==> config.mk <==
export PLATFORM = sky130hd
export DESIGN_NAME = id_stage_hz
export DESIGN_NICKNAME = d
export VERILOG_FILES = /design/src/rtl/id_pkg.sv /design/src/rtl/regfile_2r1w.sv /design/src/rtl/id_stage_hz.sv
export SDC_FILE = /design/constraint.sdc
export NUM_CORES = 2
export LEC_CHECK = 0
export CORE_ASPECT_RATIO = 1.75
export CORE_MARGIN = 3
export CORE_UTILIZATION = 35
export CTS_CLUSTER_SIZE = 16
export DETAILED_ROUTE_END_ITERATION = 10
export GPL_TIMING_DRIVEN = 0
export PLACE_DENSITY = 0.57
export SLEW_MARGIN = 20
export SYNTH_ARGS = -nofsm -noshare
export SYNTH_HDL_FRONTEND = slang
export SYNTH_SLANG_ARGS = --single-unit
==> constraint.sdc <==
create_clock -name clk -period 8.8 [get_ports clk]
set_clock_uncertainty 0.15 [all_clocks]
set_input_delay 1.32 -clock clk [delete_from_list [all_inputs] [get_ports clk]]
set_output_delay 1.32 -clock clk [all_outputs]
set_load 0.005 [all_outputs]
==> src/rtl/id_pkg.sv <==
// Shared decode definitions for the ID stage: opcodes, control-field bit
// positions and the decoded-control bundle with its opcode decoder.
package id_pkg;

  localparam int REG_W = 5;
  localparam int OPC_W = 6;
  localparam int EX_W  = 4;
  localparam int MEM_W = 3;
  localparam int WB_W  = 2;

  localparam logic [OPC_W-1:0] OP_RTYPE = 6'h00;
  localparam logic [OPC_W-1:0] OP_LW    = 6'h23;
  localparam logic [OPC_W-1:0] OP_SW    = 6'h2B;
  localparam logic [OPC_W-1:0] OP_BEQ   = 6'h04;
  localparam logic [OPC_W-1:0] OP_BNE   = 6'h05;
  localparam logic [OPC_W-1:0] OP_J     = 6'h02;
  localparam logic [OPC_W-1:0] OP_ADDI  = 6'h08;

  localparam int EX_REGDST   = 3;
  localparam int EX_ALUOP_HI = 2;
  localparam int EX_ALUOP_LO = 1;
  localparam int EX_ALUSRC   = 0;
  localparam int MEM_BRANCH  = 2;
  localparam int MEM_READ    = 1;
  localparam int MEM_WRITE   = 0;
  localparam int WB_REGWRITE = 1;
  localparam int WB_MEMTOREG = 0;

  typedef struct packed {
    logic [EX_W-1:0]  ex;
    logic [MEM_W-1:0] mem;
    logic [WB_W-1:0]  wb;
    logic             illegal;
    logic             use_rs;
    logic             use_rt;
    logic             rtype;
  } ctrl_t;

  function automatic ctrl_t decode(input logic [OPC_W-1:0] opc);
    ctrl_t c;
    c = '0;
    case (opc)
      OP_RTYPE: begin
        c.ex[EX_REGDST]   = 1'b1;
        c.ex[EX_ALUOP_HI] = 1'b1;
        c.wb[WB_REGWRITE] = 1'b1;
        c.use_rs = 1'b1;
        c.use_rt = 1'b1;
        c.rtype  = 1'b1;
      end
      OP_LW: begin
        c.ex[EX_ALUSRC]   = 1'b1;
        c.mem[MEM_READ]   = 1'b1;
        c.wb[WB_REGWRITE] = 1'b1;
        c.wb[WB_MEMTOREG] = 1'b1;
        c.use_rs = 1'b1;
      end
      OP_SW: begin
        c.ex[EX_ALUSRC]  = 1'b1;
        c.mem[MEM_WRITE] = 1'b1;
        c.use_rs = 1'b1;
        c.use_rt = 1'b1;
      end
      OP_BEQ, OP_BNE: begin
        c.ex[EX_ALUOP_LO] = 1'b1;
        c.mem[MEM_BRANCH] = 1'b1;
        c.use_rs = 1'b1;
        c.use_rt = 1'b1;
      end
      OP_J: ;
      OP_ADDI: begin
        c.ex[EX_ALUSRC]   = 1'b1;
        c.wb[WB_REGWRITE] = 1'b1;
        c.use_rs = 1'b1;
      end
      default: begin
        c.illegal = 1'b1;
        c.use_rs  = 1'b1;
      end
    endcase
    return c;
  endfunction

endpackage

==> src/rtl/regfile_2r1w.sv <==
// 32-entry register file, two asynchronous read ports and one write port.
// A write in the same cycle is visible on the read ports; r0 is hardwired 0.
module regfile_2r1w
  import id_pkg::*;
#(
  parameter int XLEN = 32
) (
  input  logic             clk,
  input  logic             rst,
  input  logic [REG_W-1:0] ra1,
  input  logic [REG_W-1:0] ra2,
  output logic [XLEN-1:0]  rd1,
  output logic [XLEN-1:0]  rd2,
  input  logic             we,
  input  logic [REG_W-1:0] wa,
  input  logic [XLEN-1:0]  wd
);

  logic [XLEN-1:0] regs_q [32];
  logic [XLEN-1:0] regs_d [32];

  always_comb begin
    regs_d = regs_q;
    if (we && wa != '0) regs_d[wa] = wd;
  end

  // Reading the next-state array gives write-first bypass for free.
  assign rd1 = (ra1 == '0) ? '0 : regs_d[ra1];
  assign rd2 = (ra2 == '0) ? '0 : regs_d[ra2];

  always_ff @(posedge clk or negedge rst) begin
    if (!rst) begin
      for (int i = 0; i < 32; i++) regs_q[i] <= '0;
    end else begin
      regs_q <= regs_d;
    end
  end

endmodule

==> src/rtl/id_stage_hz.sv <==
// MIPS decode stage: register read, branch/jump resolution in ID, load-use
// and branch-operand hazard detection, and the ID/EX pipeline register.
module id_stage_hz
  import id_pkg::*;
#(
  parameter int XLEN       = 32,
  parameter int BRANCH_FWD = 1,
  parameter int CNT_W      = 16
) (
  input  logic             clk,
  input  logic             rst,
  input  logic             if_valid,
  input  logic [XLEN-1:0]  if_pc4,
  input  logic [31:0]      if_instr,
  input  logic             mem_regwrite,
  input  logic             mem_memread,
  input  logic [REG_W-1:0] mem_dst,
  input  logic [XLEN-1:0]  mem_alu,
  input  logic             wb_regwrite,
  input  logic [REG_W-1:0] wb_dst,
  input  logic [XLEN-1:0]  wb_data,
  output logic             if_stall,
  output logic             if_flush,
  output logic             redirect_valid,
  output logic [XLEN-1:0]  redirect_pc,
  output logic             id_ex_valid,
  output logic             id_ex_illegal,
  output logic [XLEN-1:0]  id_ex_pc4,
  output logic [XLEN-1:0]  id_ex_rd1,
  output logic [XLEN-1:0]  id_ex_rd2,
  output logic [XLEN-1:0]  id_ex_imm,
  output logic [REG_W-1:0] id_ex_rs,
  output logic [REG_W-1:0] id_ex_rt,
  output logic [REG_W-1:0] id_ex_rd,
  output logic [REG_W-1:0] id_ex_dst,
  output logic [EX_W-1:0]  id_ex_ex,
  output logic [MEM_W-1:0] id_ex_mem,
  output logic [WB_W-1:0]  id_ex_wb,
  output logic [CNT_W-1:0] stall_count
);

  logic [OPC_W-1:0] opcode;
  logic [REG_W-1:0] rs, rt, rd;
  logic [XLEN-1:0]  imm_ext, rf_rd1, rf_rd2, cmp_a, cmp_b;
  ctrl_t            dec;

  assign opcode  = if_instr[31:26];
  assign rs      = if_instr[25:21];
  assign rt      = if_instr[20:16];
  assign rd      = if_instr[15:11];
  assign imm_ext = {{(XLEN-16){if_instr[15]}}, if_instr[15:0]};
  assign dec     = decode(opcode);

  regfile_2r1w #(.XLEN(XLEN)) u_rf (
    .clk(clk), .rst(rst),
    .ra1(rs), .ra2(rt), .rd1(rf_rd1), .rd2(rf_rd2),
    .we(wb_regwrite), .wa(wb_dst), .wd(wb_data)
  );

  logic [REG_W-1:0] id_ex_dst_q;
  logic             id_ex_valid_q;
  logic [MEM_W-1:0] id_ex_mem_q;
  logic [WB_W-1:0]  id_ex_wb_q;

  // Sources that can hazard: used by this opcode and not r0.
  logic use_rs, use_rt, is_beq, is_bne, is_br, is_j;
  assign use_rs = if_valid & dec.use_rs & (rs != '0);
  assign use_rt = if_valid & dec.use_rt & (rt != '0);
  assign is_beq = if_valid & (opcode == OP_BEQ);
  assign is_bne = if_valid & (opcode == OP_BNE);
  assign is_br  = is_beq | is_bne;
  assign is_j   = if_valid & (opcode == OP_J);

  logic ex_hit, mem_hit_rs, mem_hit_rt, mem_alu_rs, mem_alu_rt;
  logic load_use, br_stall, hazard, taken;
  assign ex_hit     = id_ex_valid_q & ((use_rs & (id_ex_dst_q == rs)) |
                                       (use_rt & (id_ex_dst_q == rt)));
  assign mem_hit_rs = use_rs & (mem_dst == rs);
  assign mem_hit_rt = use_rt & (mem_dst == rt);
  assign mem_alu_rs = mem_regwrite & ~mem_memread & mem_hit_rs;
  assign mem_alu_rt = mem_regwrite & ~mem_memread & mem_hit_rt;

  assign load_use = ex_hit & id_ex_mem_q[MEM_READ] & (id_ex_dst_q != '0);
  assign br_stall = is_br & ((ex_hit & id_ex_wb_q[WB_REGWRITE]) |
                             (mem_memread & (mem_hit_rs | mem_hit_rt)) |
                             ((BRANCH_FWD == 0) & (mem_alu_rs | mem_alu_rt)));
  assign hazard   = load_use | br_stall;

  assign cmp_a = ((BRANCH_FWD != 0) && mem_alu_rs) ? mem_alu : rf_rd1;
  assign cmp_b = ((BRANCH_FWD != 0) && mem_alu_rt) ? mem_alu : rf_rd2;
  assign taken = (is_beq & (cmp_a == cmp_b)) | (is_bne & (cmp_a != cmp_b)) | is_j;

  // Outputs are forced quiet while reset is held; stall beats redirect.
  assign if_stall       = rst & hazard;
  assign redirect_valid = rst & ~hazard & taken;
  assign if_flush       = redirect_valid;
  assign redirect_pc    = is_j ? {if_pc4[XLEN-1:28], if_instr[25:0], 2'b00}
                               : if_pc4 + (imm_ext << 2);

  logic             id_ex_valid_d, id_ex_illegal_q, id_ex_illegal_d;
  logic [XLEN-1:0]  id_ex_pc4_q, id_ex_pc4_d, id_ex_rd1_q, id_ex_rd1_d;
  logic [XLEN-1:0]  id_ex_rd2_q, id_ex_rd2_d, id_ex_imm_q, id_ex_imm_d;
  logic [REG_W-1:0] id_ex_rs_q, id_ex_rs_d, id_ex_rt_q, id_ex_rt_d;
  logic [REG_W-1:0] id_ex_rd_q, id_ex_rd_d, id_ex_dst_d;
  logic [EX_W-1:0]  id_ex_ex_q, id_ex_ex_d;
  logic [MEM_W-1:0] id_ex_mem_d;
  logic [WB_W-1:0]  id_ex_wb_d;
  logic [CNT_W-1:0] stall_count_q, stall_count_d;

  // rd1/rd2 carry the register-file values; EX resolves its own forwarding.
  always_comb begin
    id_ex_valid_d   = if_valid & ~hazard;
    id_ex_illegal_d = id_ex_valid_d & dec.illegal;
    id_ex_ex_d      = id_ex_valid_d ? dec.ex  : '0;
    id_ex_mem_d     = id_ex_valid_d ? dec.mem : '0;
    id_ex_wb_d      = id_ex_valid_d ? dec.wb  : '0;
    id_ex_pc4_d     = if_pc4;
    id_ex_rd1_d     = rf_rd1;
    id_ex_rd2_d     = rf_rd2;
    id_ex_imm_d     = imm_ext;
    id_ex_rs_d      = rs;
    id_ex_rt_d      = rt;
    id_ex_rd_d      = rd;
    id_ex_dst_d     = dec.rtype ? rd : rt;
    stall_count_d   = stall_count_q;
    if (hazard && stall_count_q != '1) stall_count_d = stall_count_q + 1'b1;
  end

  always_ff @(posedge clk or negedge rst) begin
    if (!rst) begin
      id_ex_valid_q   <= 1'b0;
      id_ex_illegal_q <= 1'b0;
      id_ex_pc4_q     <= '0;
      id_ex_rd1_q     <= '0;
      id_ex_rd2_q     <= '0;
      id_ex_imm_q     <= '0;
      id_ex_rs_q      <= '0;
      id_ex_rt_q      <= '0;
      id_ex_rd_q      <= '0;
      id_ex_dst_q     <= '0;
      id_ex_ex_q      <= '0;
      id_ex_mem_q     <= '0;
      id_ex_wb_q      <= '0;
      stall_count_q   <= '0;
    end else begin
      id_ex_valid_q   <= id_ex_valid_d;
      id_ex_illegal_q <= id_ex_illegal_d;
      id_ex_pc4_q     <= id_ex_pc4_d;
      id_ex_rd1_q     <= id_ex_rd1_d;
      id_ex_rd2_q     <= id_ex_rd2_d;
      id_ex_imm_q     <= id_ex_imm_d;
      id_ex_rs_q      <= id_ex_rs_d;
      id_ex_rt_q      <= id_ex_rt_d;
      id_ex_rd_q      <= id_ex_rd_d;
      id_ex_dst_q     <= id_ex_dst_d;
      id_ex_ex_q      <= id_ex_ex_d;
      id_ex_mem_q     <= id_ex_mem_d;
      id_ex_wb_q      <= id_ex_wb_d;
      stall_count_q   <= stall_count_d;
    end
  end

  assign id_ex_valid   = id_ex_valid_q;
  assign id_ex_illegal = id_ex_illegal_q;
  assign id_ex_pc4     = id_ex_pc4_q;
  assign id_ex_rd1     = id_ex_rd1_q;
  assign id_ex_rd2     = id_ex_rd2_q;
  assign id_ex_imm     = id_ex_imm_q;
  assign id_ex_rs      = id_ex_rs_q;
  assign id_ex_rt      = id_ex_rt_q;
  assign id_ex_rd      = id_ex_rd_q;
  assign id_ex_dst     = id_ex_dst_q;
  assign id_ex_ex      = id_ex_ex_q;
  assign id_ex_mem     = id_ex_mem_q;
  assign id_ex_wb      = id_ex_wb_q;
  assign stall_count   = stall_count_q;

endmodule

==> results of run 1 <==
cell families after synthesis:
family,count (synthesis),share of synthesized area (%)
and+or+nand+nor,1910,13.0
AOI/OAI and AO/OA,2126,21.2
muxes,724,13.1
buffers and inverters,1065,6.73
DFF,1173,44.2
xor gates and xnor gates,91,1.20
adders and majority gates,31,0.596
stage by stage:
step / TNS [ns] / instance area [sq um] / setup WS [ns]
4_1_cts: 0 / 85700 / 0.000350
3_3_place_gp: - / 72800 / -51.56
2_1_floorplan: 0 / 66300 / 2.23
3_5_place_dp: -16.05 / 77800 / -3.60
metal layers:
| layer | GRT overflow | global-route usage [%] |
|---|---|---|
| met5 | 5 | 37.3 |
| met1 | 33 | 79.2 |
| met4 | 1132 | 76.8 |
| met2 | 1980 | 92.4 |
| met3 | 42 | 64.9 |
repair_timing:
item,in CTS
pin swaps,58
buffers inserted,62
resized for setup,904
setup endpoints to repair,3
==> flow_metrics.py, run 1 <==
metrics = {
    "grt": {
        "grt_pass1_wl_mm": 1070,
        "grt_usage_pct": 78.4,
        "grt_overflow": 3192,
        "grt_pass1_vias": 94300,
        "grt_max_degree": 134,
    },
    "clock_tree": {
        "clockBufferDepth": 4,
        "cts_inserted_buffers": 142,
        "htree_levels": 4,
        "ctsHoldBuffers": 0,
        "numClockSinks": 1173,
        "root_buffer": "clkbuf_16",
    },
    "synth": {
        "synth_cell_types": 110,
        "ys_warn_count": 0,
        "synth_top_area_share_pct": 44.2,
        "synth_top_area_cell": "dfrtp_1",
        "synth-seq-cells": 1173,
        "synth_most_common_cell": "dfrtp_1",
        "synth_fp_nets": 7295,
        "async_reset_ff_share_pct": 100,
        "syn_area_sq_um": 66300,
        "synth.yosys.seq_area_share_pct": 44.2,
        "syn_inst": 7120,
        "avgSynthCellArea_sq_um": 9.32,
        "synth_edf_count": 0,
        "yosys-top-cells-area": "dfrtp_1 44%, mux2i_1 5.4%, nand2_1 5.0%",
        "ys.flop_type": "dfrtp_1",
        "synthTopCellsByCount": "1173 x dfrtp_1, 878 x nand2_1, 643 x o21ai_0",
    },
    "run_status": {
        "failed_stage": "5_1_grt",
        "status": "stopped before the end",
        "error": "[ERROR GRT-0116] Global routing finished with congestion. Check the congestion regions in the DRC Viewer.",
    },
    "placed_design": {
        "port_buffers": 341,
        "routabilityCongestion": 1.25,
        "hpwlAfterDp_mm": 500,
        "numPlacedInstances": 10100,
    },
    "die": {
        "rows": 210,
        "initial_core_util_pct": 35.4,
        "die_w_um": 335,
        "io_pins": 354,
        "fp.dieH_um": 582,
    },
}
==> run 2, diff against run 1 <==
--- a/config.mk
+++ b/config.mk
@@ -5,13 +5,11 @@
 export SDC_FILE = /design/constraint.sdc
 export NUM_CORES = 2
 export LEC_CHECK = 0
-export CORE_ASPECT_RATIO = 1.75
 export CORE_MARGIN = 3
-export CORE_UTILIZATION = 35
-export CTS_CLUSTER_SIZE = 16
+export CORE_UTILIZATION = 20
 export DETAILED_ROUTE_END_ITERATION = 10
 export GPL_TIMING_DRIVEN = 0
-export PLACE_DENSITY = 0.57
+export PLACE_DENSITY_LB_ADDON = 0.15
 export SLEW_MARGIN = 20
 export SYNTH_ARGS = -nofsm -noshare
 export SYNTH_HDL_FRONTEND = slang
==> flow_metrics.py, run 2 <==
metrics = {
    "clock_tree": {
        "root_buffer": "clkbuf_16",
        "cts_tree": "built",
        "numClockSinks": 1173,
        "clockBufferDepth": 4,
        "cts_inserted_buffers": 172,
        "insertion_delay_ns": 0.94,
        "clk_pin_slew_ns": 0.05,
        "htree_levels": 4,
    },
    "synth": {
        "synth.yosys.seq_area_share_pct": 44.2,
        "syn_inst": 7120,
        "synth_top_area_share_pct": 44.2,
        "synthTopCellsByCount": "1173 x dfrtp_1, 878 x nand2_1, 643 x o21ai_0",
        "ys_warn_count": 0,
        "synth_cell_types": 110,
        "synth-seq-cells": 1173,
        "synth_top_area_cell": "dfrtp_1",
        "synth_edf_count": 0,
        "yosys-top-cells-area": "dfrtp_1 44%, mux2i_1 5.4%, nand2_1 5.0%",
        "async_reset_ff_share_pct": 100,
        "syn_area_sq_um": 66300,
        "ys.flop_type": "dfrtp_1",
        "synth_most_common_cell": "dfrtp_1",
        "synth_fp_nets": 7295,
        "avgSynthCellArea_sq_um": 9.32,
    },
    "cells_and_area": {
        "most-common-layout-cells": "1173 x dfrtp_1, 810 x nand2_1, 587 x o21ai_0",
        "fin_nets": 8163,
        "syn_to_final_growth_pct": 40.0,
        "finish.instance_area_sq_um": 92900,
        "fin_util_pct": 28.2,
        "seq_area_sq_um": 29400,
        "drive_gt1_share_pct": 25.6,
        "multi_input_area_sq_um": 35500,
        "layout.cells.non_filler": 12600,
        "fillers": 34600,
        "layout_commonest_cell": "dfrtp_1",
        "largest_reg_flops": 1022,
        "regMostFlops": "u_rf.regs_q",
    },
    "grt": {
        "grt_overflow": 0,
        "grt_pass1_vias": 70900,
        "grt_usage_pct": 42.8,
        "antenna_found_initial": 193,
        "grt_max_degree": 122,
        "grt_pass1_wl_mm": 915,
    },
    "die": {
        "die_w_um": 582,
        "rows": 210,
        "coreArea_sq_um": 329000,
        "initial_core_util_pct": 20.2,
        "fp.dieH_um": 582,
        "io_pins": 354,
        "dieArea_sq_um": 339000,
    },
    "placed_design": {
        "routabilityCongestion": 1.10,
        "port_buffers": 341,
        "hpwlAfterDp_mm": 582,
        "place_area_sq_um": 81800,
        "pre_cts_ws_ns": -3.45,
        "numPlacedInstances": 12100,
    },
    "pwr": {
        "power.total_mw": 20.2,
        "powerDensity_nw_per_um2": 218,
        "p_leak_nw": 41.7,
        "vdd_drop_max_mv": 0.139,
    },
    "setup_path": {
        "worst_path_largest_cell_delay_ns": 0.57,
        "start_kind": "input port",
        "required_ns": 7.33,
        "end_kind": "primary output",
        "worstPathCellList": "clkdlybuf4s50_1, buf_6, buf_12, nand2_2, clkbuf_4, buf_16, clkbuf_4, o22ai_1, o21ai_1, o211ai_1, nor4_4, buf_6, xor2_1, o22ai_1, a211oi_1, nor4_2, nand4_1, or4_1, nand3_1, buf_4, clkdlybuf4s50_1",
        "crit_fanout": 10,
        "path_class": "input port to primary output",
        "cp_slowest_cell": "or4_1",
        "crit_arrival_ns": 7.63,
    },
    "timing": {
        "worst_slack_ns": -0.300,
        "clock.fmax_ghz": 0.110,
        "final-max-slew-violation-count": 0,
        "post-route-period-util_pct": 103,
        "setup_viol": 2,
        "slew_headroom_pct": 1.36,
        "tightestPinTransition_ns": 1.47,
        "min_period_ns": 9.10,
        "setup_tns_ns": -0.512,
        "hold_violations": 0,
        "whs_ns": 0.182,
    },
    "drt": {
        "drt_pre_antenna_iters": 6,
        "drt-initial-drc-count": 13700,
        "vias": 79200,
        "viasPerCell": 6.29,
        "drcViolationCount": 0,
        "ant_nets": 0,
        "wl_per_cell_um": 59.8,
        "wirelength_mm": 752,
    },
    "hold_path": {
        "min_path_type": "input port to async pin",
    },
    "run_status": {
        "violations": "capacitance limit, setup timing",
        "status": "finished with violations",
    },
    "flow_run": {
        "maxCapViolCount": 1,
    },
}
run 2: cell counts after synthesis:
Identical to the previous run, type by type.
run 2: timing repair:
item,CTS,global route
buffers inserted,67,38
cloned,0,0
gates resized for setup,989,286
setup endpoints to repair,9,2
hold buffers,0,0
pin swaps,65,39
run 2: final cells by class:
class | count | share of cell area (%)
well taps | 4346 | 5.86
repair buffers | 711 | 10.4
plain buffers | 660 | 5.92
flip-flops and latches | 1173 | 31.6
inverters | 388 | 1.61
clock buffers | 252 | 5.46
clock inverters | 48 | 0.633
multi-input cells | 4882 | 38.2
diodes | 126 | 0.340
run 2: final timing paths:
path	to	start	slack, ns	depth (start not counted)
worst min register to register	u_rf.regs_q[1019]	u_rf.regs_q[1019]	0.31	1
max in group asynchronous	u_rf.regs_q[875]	rst	5.78	5
worst max-delay path	redirect_valid	if_instr[21]	-0.30	21
worst max register to register	stall_count[15]	id_ex_dst[2]	5.29	10
worst min-delay path	u_rf.regs_q[717]	rst	0.18	1
min in group clk	u_rf.regs_q[1019]	u_rf.regs_q[1019]	0.31	1
run 2: per-layer routing:
metal  wire [um]  share of wire (%)  track usage, %  up-vias
met5        1140               0.15           0.865        -
met4       70800                9.4            34.6       66
met3       98200                 13            19.5     2322
met2      295000                 39            57.8     7692
met1      287000                 38            51.7    41200
li1            -                  -               -    27900
run 2: logic make-up after synthesis:
group	share of synthesized area [%]
simple gates	13.0
xor+xnor	1.20
buf+inv	6.73
compound gates	21.2
mux	13.1
flops	44.2
fa+ha+maj	0.596
run 2: power breakdown:
part,leakage (nW),switching (mW),internal (mW)
Sequential,15.0,0.385,6.31
Combinational,23.9,4.21,1.89
Clock,2.79,3.14,4.30
Total,41.7,7.74,12.5
run 2: critical path, delay by kind of cell:
| family | cells | cell delay (ns) |
|---|---|---|
| XOR/XNOR | 1 | 0.08 |
| AO/OA/AOI/OAI | 5 | 1.14 |
| buffers and inverters | 9 | 2.86 |
| AND/OR/NAND/NOR | 6 | 2.14 |
No activity file was read; power rests on OpenSTA's default activity.
